==> config.mk <==
export PLATFORM = sky130hd
export DESIGN_NAME = uart_rx_fsm_flat
export DESIGN_NICKNAME = d
export VERILOG_FILES = /design/src/rtl/uart_rx_fsm_if.sv /design/src/rtl/uart_rx_fsm.sv /design/src/flat_wrapper.sv
export SDC_FILE = /design/constraint.sdc
export NUM_CORES = 1
export LEC_CHECK = 0
export ABC_CLOCK_PERIOD_IN_PS = 4400
export CORE_MARGIN = 2
export CORE_UTILIZATION = 47
export CTS_CLUSTER_SIZE = 20
export DETAILED_ROUTE_END_ITERATION = 16
export HOLD_SLACK_MARGIN = 0.12
export PLACE_DENSITY = 0.79
export SKIP_CTS_REPAIR_TIMING = 1
export SYNTH_ARGS = -nofsm -noshare
export SYNTH_HDL_FRONTEND = slang
export SYNTH_SLANG_ARGS = --single-unit
==> constraint.sdc <==
create_clock -name Baud_Clk -period 4.4 [get_ports Baud_Clk]
set_input_delay 0.66 -clock Baud_Clk [delete_from_list [all_inputs] [get_ports Baud_Clk]]
set_output_delay 0.66 -clock Baud_Clk [all_outputs]
set_load 0.01 [all_outputs]
==> src/rtl/uart_rx_fsm_if.sv <==
// uart_rx_fsm_if: serial line in, parallel byte with strobe and error flags out
interface uart_rx_fsm_if #(
   parameter int DATA_BITS = 8
);
   logic                 Rx_in;
   logic [DATA_BITS-1:0] Rx_data;
   logic                 Rx_valid;
   logic                 Parity_err;
   logic                 Frame_err;
   logic                 Busy;
   modport master (
      input  Rx_in,
      output Rx_data, Rx_valid, Parity_err, Frame_err, Busy
   );
   modport slave (
      output Rx_in,
      input  Rx_data, Rx_valid, Parity_err, Frame_err, Busy
   );
endinterface

==> src/rtl/uart_rx_fsm.sv <==
// uart_rx_fsm: oversampled UART receiver with mid-bit sampling, parity and stop checks
module uart_rx_fsm #(
   parameter int DATA_BITS  = 8,
   parameter int OVERSAMPLE = 16,
   parameter bit PARITY_EN  = 1'b1,
   parameter bit PARITY_ODD = 1'b0
) (
   input logic          Baud_Clk,
   input logic          Reset,
   uart_rx_fsm_if.master rx
);
   localparam int TW = $clog2(OVERSAMPLE);
   localparam int BW = $clog2(DATA_BITS + 1);
   localparam logic [TW-1:0] TICK_MID = TW'(OVERSAMPLE / 2 - 1);
   localparam logic [TW-1:0] TICK_END = TW'(OVERSAMPLE - 1);
   localparam logic [BW-1:0] BIT_LAST = BW'(DATA_BITS - 1);
   typedef enum logic [2:0] {IDLE, START, DATA, PARITY, STOP} state_t;
   state_t               state_q;
   logic [1:0]           sync_q;
   logic                 prev_q;
   logic [TW-1:0]        tick_q;
   logic [BW-1:0]        bit_q;
   logic [DATA_BITS-1:0] shift_q, shift_d, data_q;
   logic                 perr_q, perr_d;
   logic                 valid_q, par_err_q, frm_err_q, busy_q;
   logic                 rxs, tick_end;
   assign rxs      = sync_q[1];
   assign tick_end = tick_q == TICK_END;
   assign shift_d  = {rxs, shift_q[DATA_BITS-1:1]};
   assign perr_d   = (^shift_q) ^ rxs ^ PARITY_ODD;
   always_ff @(posedge Baud_Clk) begin
      if (Reset) begin
         state_q   <= IDLE;
         sync_q    <= 2'b11;
         prev_q    <= 1'b1;
         tick_q    <= '0;
         bit_q     <= '0;
         shift_q   <= '0;
         data_q    <= '0;
         perr_q    <= 1'b0;
         valid_q   <= 1'b0;
         par_err_q <= 1'b0;
         frm_err_q <= 1'b0;
         busy_q    <= 1'b0;
      end else begin
         sync_q  <= {sync_q[0], rx.Rx_in};
         prev_q  <= rxs;
         valid_q <= 1'b0;
         case (state_q)
            IDLE: begin
               // a falling edge is required, so a stuck-low line never starts a frame
               if (prev_q && !rxs) begin
                  state_q <= START;
                  tick_q  <= '0;
                  busy_q  <= 1'b1;
               end
            end
            START: begin
               if (tick_q == TICK_MID) begin
                  tick_q  <= '0;
                  bit_q   <= '0;
                  state_q <= rxs ? IDLE : DATA;
                  busy_q  <= !rxs;
               end else
                  tick_q <= tick_q + TW'(1);
            end
            DATA: begin
               if (tick_end) begin
                  tick_q  <= '0;
                  shift_q <= shift_d;
                  bit_q   <= bit_q + BW'(1);
                  if (bit_q == BIT_LAST)
                     state_q <= PARITY_EN ? PARITY : STOP;
               end else
                  tick_q <= tick_q + TW'(1);
            end
            PARITY: begin
               if (tick_end) begin
                  tick_q  <= '0;
                  perr_q  <= perr_d;
                  state_q <= STOP;
               end else
                  tick_q <= tick_q + TW'(1);
            end
            STOP: begin
               if (tick_end) begin
                  tick_q    <= '0;
                  data_q    <= shift_q;
                  frm_err_q <= ~rxs;
                  par_err_q <= PARITY_EN & perr_q;
                  valid_q   <= 1'b1;
                  busy_q    <= 1'b0;
                  state_q   <= IDLE;
               end else
                  tick_q <= tick_q + TW'(1);
            end
            default: begin
               state_q <= IDLE;
               busy_q  <= 1'b0;
            end
         endcase
      end
   end
   assign rx.Rx_data    = data_q;
   assign rx.Rx_valid   = valid_q;
   assign rx.Parity_err = par_err_q;
   assign rx.Frame_err  = frm_err_q;
   assign rx.Busy       = busy_q;
endmodule

==> src/flat_wrapper.sv <==
// flat-port wrapper written by rule: the top's interface ports become plain ports
module uart_rx_fsm_flat 
#(
   parameter int DATA_BITS  = 8,
   parameter int OVERSAMPLE = 16,
   parameter bit PARITY_EN  = 1'b1,
   parameter bit PARITY_ODD = 1'b0
)
  (Baud_Clk, Reset, rx_Rx_in, rx_Rx_data, rx_Rx_valid, rx_Parity_err, rx_Frame_err, rx_Busy);
  uart_rx_fsm_if #(.DATA_BITS(DATA_BITS)) rx_i ();
  input logic Baud_Clk;
  input logic Reset;
  input wire logic [$bits(rx_i.Rx_in)-1:0] rx_Rx_in;
  output wire logic [$bits(rx_i.Rx_data)-1:0] rx_Rx_data;
  output wire logic [$bits(rx_i.Rx_valid)-1:0] rx_Rx_valid;
  output wire logic [$bits(rx_i.Parity_err)-1:0] rx_Parity_err;
  output wire logic [$bits(rx_i.Frame_err)-1:0] rx_Frame_err;
  output wire logic [$bits(rx_i.Busy)-1:0] rx_Busy;
  assign rx_i.Rx_in = rx_Rx_in;
  assign rx_Rx_data = rx_i.Rx_data;
  assign rx_Rx_valid = rx_i.Rx_valid;
  assign rx_Parity_err = rx_i.Parity_err;
  assign rx_Frame_err = rx_i.Frame_err;
  assign rx_Busy = rx_i.Busy;
  uart_rx_fsm #(.DATA_BITS(DATA_BITS), .OVERSAMPLE(OVERSAMPLE), .PARITY_EN(PARITY_EN), .PARITY_ODD(PARITY_ODD)) u_core (.Baud_Clk(Baud_Clk), .Reset(Reset), .rx(rx_i));
endmodule
==> metrics.md <==
| Metric | Value |
|---|---|
| DR WL met3 | `just under 100 um` |
| Clock skew | `7.89 ps` |
| WL final | `2770 um` |
| Top post-synthesis cells by area | `dfxtp_1, mux2i_1, a21oi_1, nand2_1, nor2_1` |
| DR top layer | `met4` |
| Via count | `1236` |
| Worst VDD drop | `about 0.20 mV` |
| CP max stage cell | `clkdlybuf4s50_1` |
| Drt pass-1 iters | `4` |
| Final count of pins violating max slew | `0` |
| Iteration-0 DRC Markers | `54` |
| Synth warnings | `0` |
| GRT Overall Usage | `0.165` |
| RSZ-0062 raised after global routing | `false` |
| Post-Syn Area | `roughly 1600 sq um` |
| CP Capture Type | `output pin` |
| Layout Nets | `195` |
| Design area | `1790 sq um` |
| Core area | `~3300 sq um` |
| Peak Freq | `527 MHz` |
| Placed Area | `1740 sq um` |
| Critical path launch point type | `flip-flop` |
| Max clock buf depth | `2` |
| Final hold violations | `0` |
| Routed met2 length | `about 1300 um` |
| DP Worst Slack | `between 2000 and 3000 ps` |
| Top cells by count, synth | `dfxtp_1, nand2_1, nor2_1` |
| Pin slew with the least headroom to its limit | `between 600 and 700 ps` |
| Cell variety after synth | `39` |
| Full die area | `3860 sq um` |
| Post-synth top area share | `0.442` |
| Max-slew headroom | `0.591` |
| Initial Utilization | `0.483` |
| CTS tree | `built` |
| Initial antenna violation count | `0` |
| Setup tns final | `0 ps` |
| Avg WL per Cell | `11.7 um` |
| # IOs | `15` |
| Num CTS Buffers | `5` |
| # DRC | `0` |
| Setup violations, final | `0` |
| Dpl hpwl | `1850 um` |
| Most common cell in the netlist | `dfxtp_1` |
| Number of synthesized register bits | `35` |
| Cell taking the most area after synthesis | `dfxtp_1` |
| Number of synthesized flops with an enable pin | `0` |
| Cell area power density | `about 300 nW/um^2` |
| Area growth, synth to finish | `13.1%` |
| Final Wtd Congestion | `roughly 0.83` |
| Diodes inserted | `0` |
| Fraction of layout cells with a size suffix above 1 | `0.0995` |
| Die boundary width | `62.1 um` |
| Top FF cell, synth | `dfxtp_1` |
| Min setup slack post-route | `2500 ps` |
| Post-synthesis sequential area ratio | `0.442` |
| First-pass GRT wire length | `5150 um` |
| # clock sinks | `35` |
| CP bufs+invs | `1` |
| IO buf count | `14` |
| Final period utilization | `0.431` |
| CP Max Fanout | `2` |
| Vias in the first global route | `about 1.2k` |
| DRT antenna net count | `0` |
| CP max stage delay | `roughly 540 ps` |
| FFs w/ async S/R, synth | `0` |
| Grt total ovfl | `0` |
| # rows | `21` |
| Root Buffer Master | `clkbuf_4` |
| Avg Inst Size Synth | `8.77 sq um` |
| Largest net degree at the start of global routing | `37` |
| Required @ worst endpoint | `around 3700 ps` |
| Hold Crit Class | `reg -> reg` |
| Vias per inst | `~5.2` |
| Max-Cap Viols | `0` |
| Clk_lat worst skew | `340 ps` |
| Hold_ws | `434 ps` |
| Run status | `finished clean` |
| Crit path cell chain | `clkdlybuf4s50_1` |
| WP data arrival | `1240 ps` |
| Crit path kind | `reg -> out` |
| Max H-tree Level | `2` |
| Metal-1 WL | `1350 um` |
| Synth Instances | `181` |
| Die Height | `about 62 um` |
| Static Leakage | `around 0.62 nW` |
| Post-Syn Nets | `186` |
| Period minus WS final | `approximately 1900 ps` |
| Crit-path leading delay family | `buffers and inverters` |
| Clk pin slew, worst setup/hold paths | `110 ps` |
-- where the power goes --
| part | switching, mW | internal (mW) | leakage, nW |
|---|---|---|---|
| Combinational | 0.0182 | 0.0167 | 0.312 |
| Clock | 0.113 | 0.0610 | 0.0272 |
| Sequential | 0.00698 | 0.321 | 0.283 |
-- flip-flops by register name (all words and copies together), names as in the netlist --
register	count
u_core.bit_q	4
u_core.rx.Rx_data	8
u_core.shift_q	8
u_core.perr_q	1
u_core.tick_q	4
u_core.rx.Rx_valid	1
u_core.rx.Frame_err	1
u_core.rx.Parity_err	1
u_core.prev_q	1
u_core.rx.Busy	1
u_core.state_q	3
u_core.sync_q	2
-- metal layers --
layer,GRT usage,up-vias
met1,0.205,571
li1,-,646
met4,0.0722,0
met2,0.268,11
met5,0,-
met3,0.0489,8
-- cells by family (layout without fill, tap and decap cells) --
group / Yosys count / after routing / synth area share
xor+xnor: 9 / 9 / 0.0584
simple gates: 69 / 69 / 0.206
flops: 35 / 35 / 0.442
mux: 12 / 12 / 0.0765
fa+ha+maj: 2 / 2 / 0.0158
compound gates: 39 / 39 / 0.160
buf+inv: 15 / 25 / 0.0418
-- layout make-up --
class	instances	area (sq um)
clock buffers	5	37.5
clock inverters	3	20.0
fillers	305	1490
inverters	1	3.75
multi-input cells	131	820
flip-flops and latches	35	701
well taps	46	57.6
repair buffers	16	155
-- layout by cell type, fill, tap and decap left out, drive strengths merged, types with 3 or more instances in the layout --
master	count
nand3	4
nand2	25
xnor2	7
a21oi	19
mux2i	11
nand2b	3
clkbuf	5
nor2	21
or2	3
dfxtp	35
a211oi	5
clkdlybuf4s50	14
o21ai	3
-- path summary, 6_finish.rpt --
kind | start | end | slack [ps] | depth (start not counted)
setup / recovery | u_core.rx.Frame_err | rx_Frame_err | 2500 | 1
hold / removal | u_core.sync_q[0] | u_core.sync_q[1] | 430 | 1
setup reg to reg | u_core.state_q[0] | u_core.tick_q[3] | 2510 | 5
hold reg to reg | u_core.sync_q[0] | u_core.sync_q[1] | 430 | 1
-- worst reg2reg max path, stage by stage (launching register included) --
cell	delay, ps
dfxtp_1	610
inv_2	120
or4_1	550
o211ai_2	120
a41oi_1	140
a311oi_1	270
-- metrics by stage --
step                      cells   util  power [mW]
after detailed placement    229  0.529       0.370
after global routing        237  0.546       0.565
after floorplan             181      -       0.362
final                       237  0.546       0.537
after global placement      229  0.529       0.370
after CTS                   237  0.546       0.545
No activity file was read; power rests on OpenSTA's default activity.
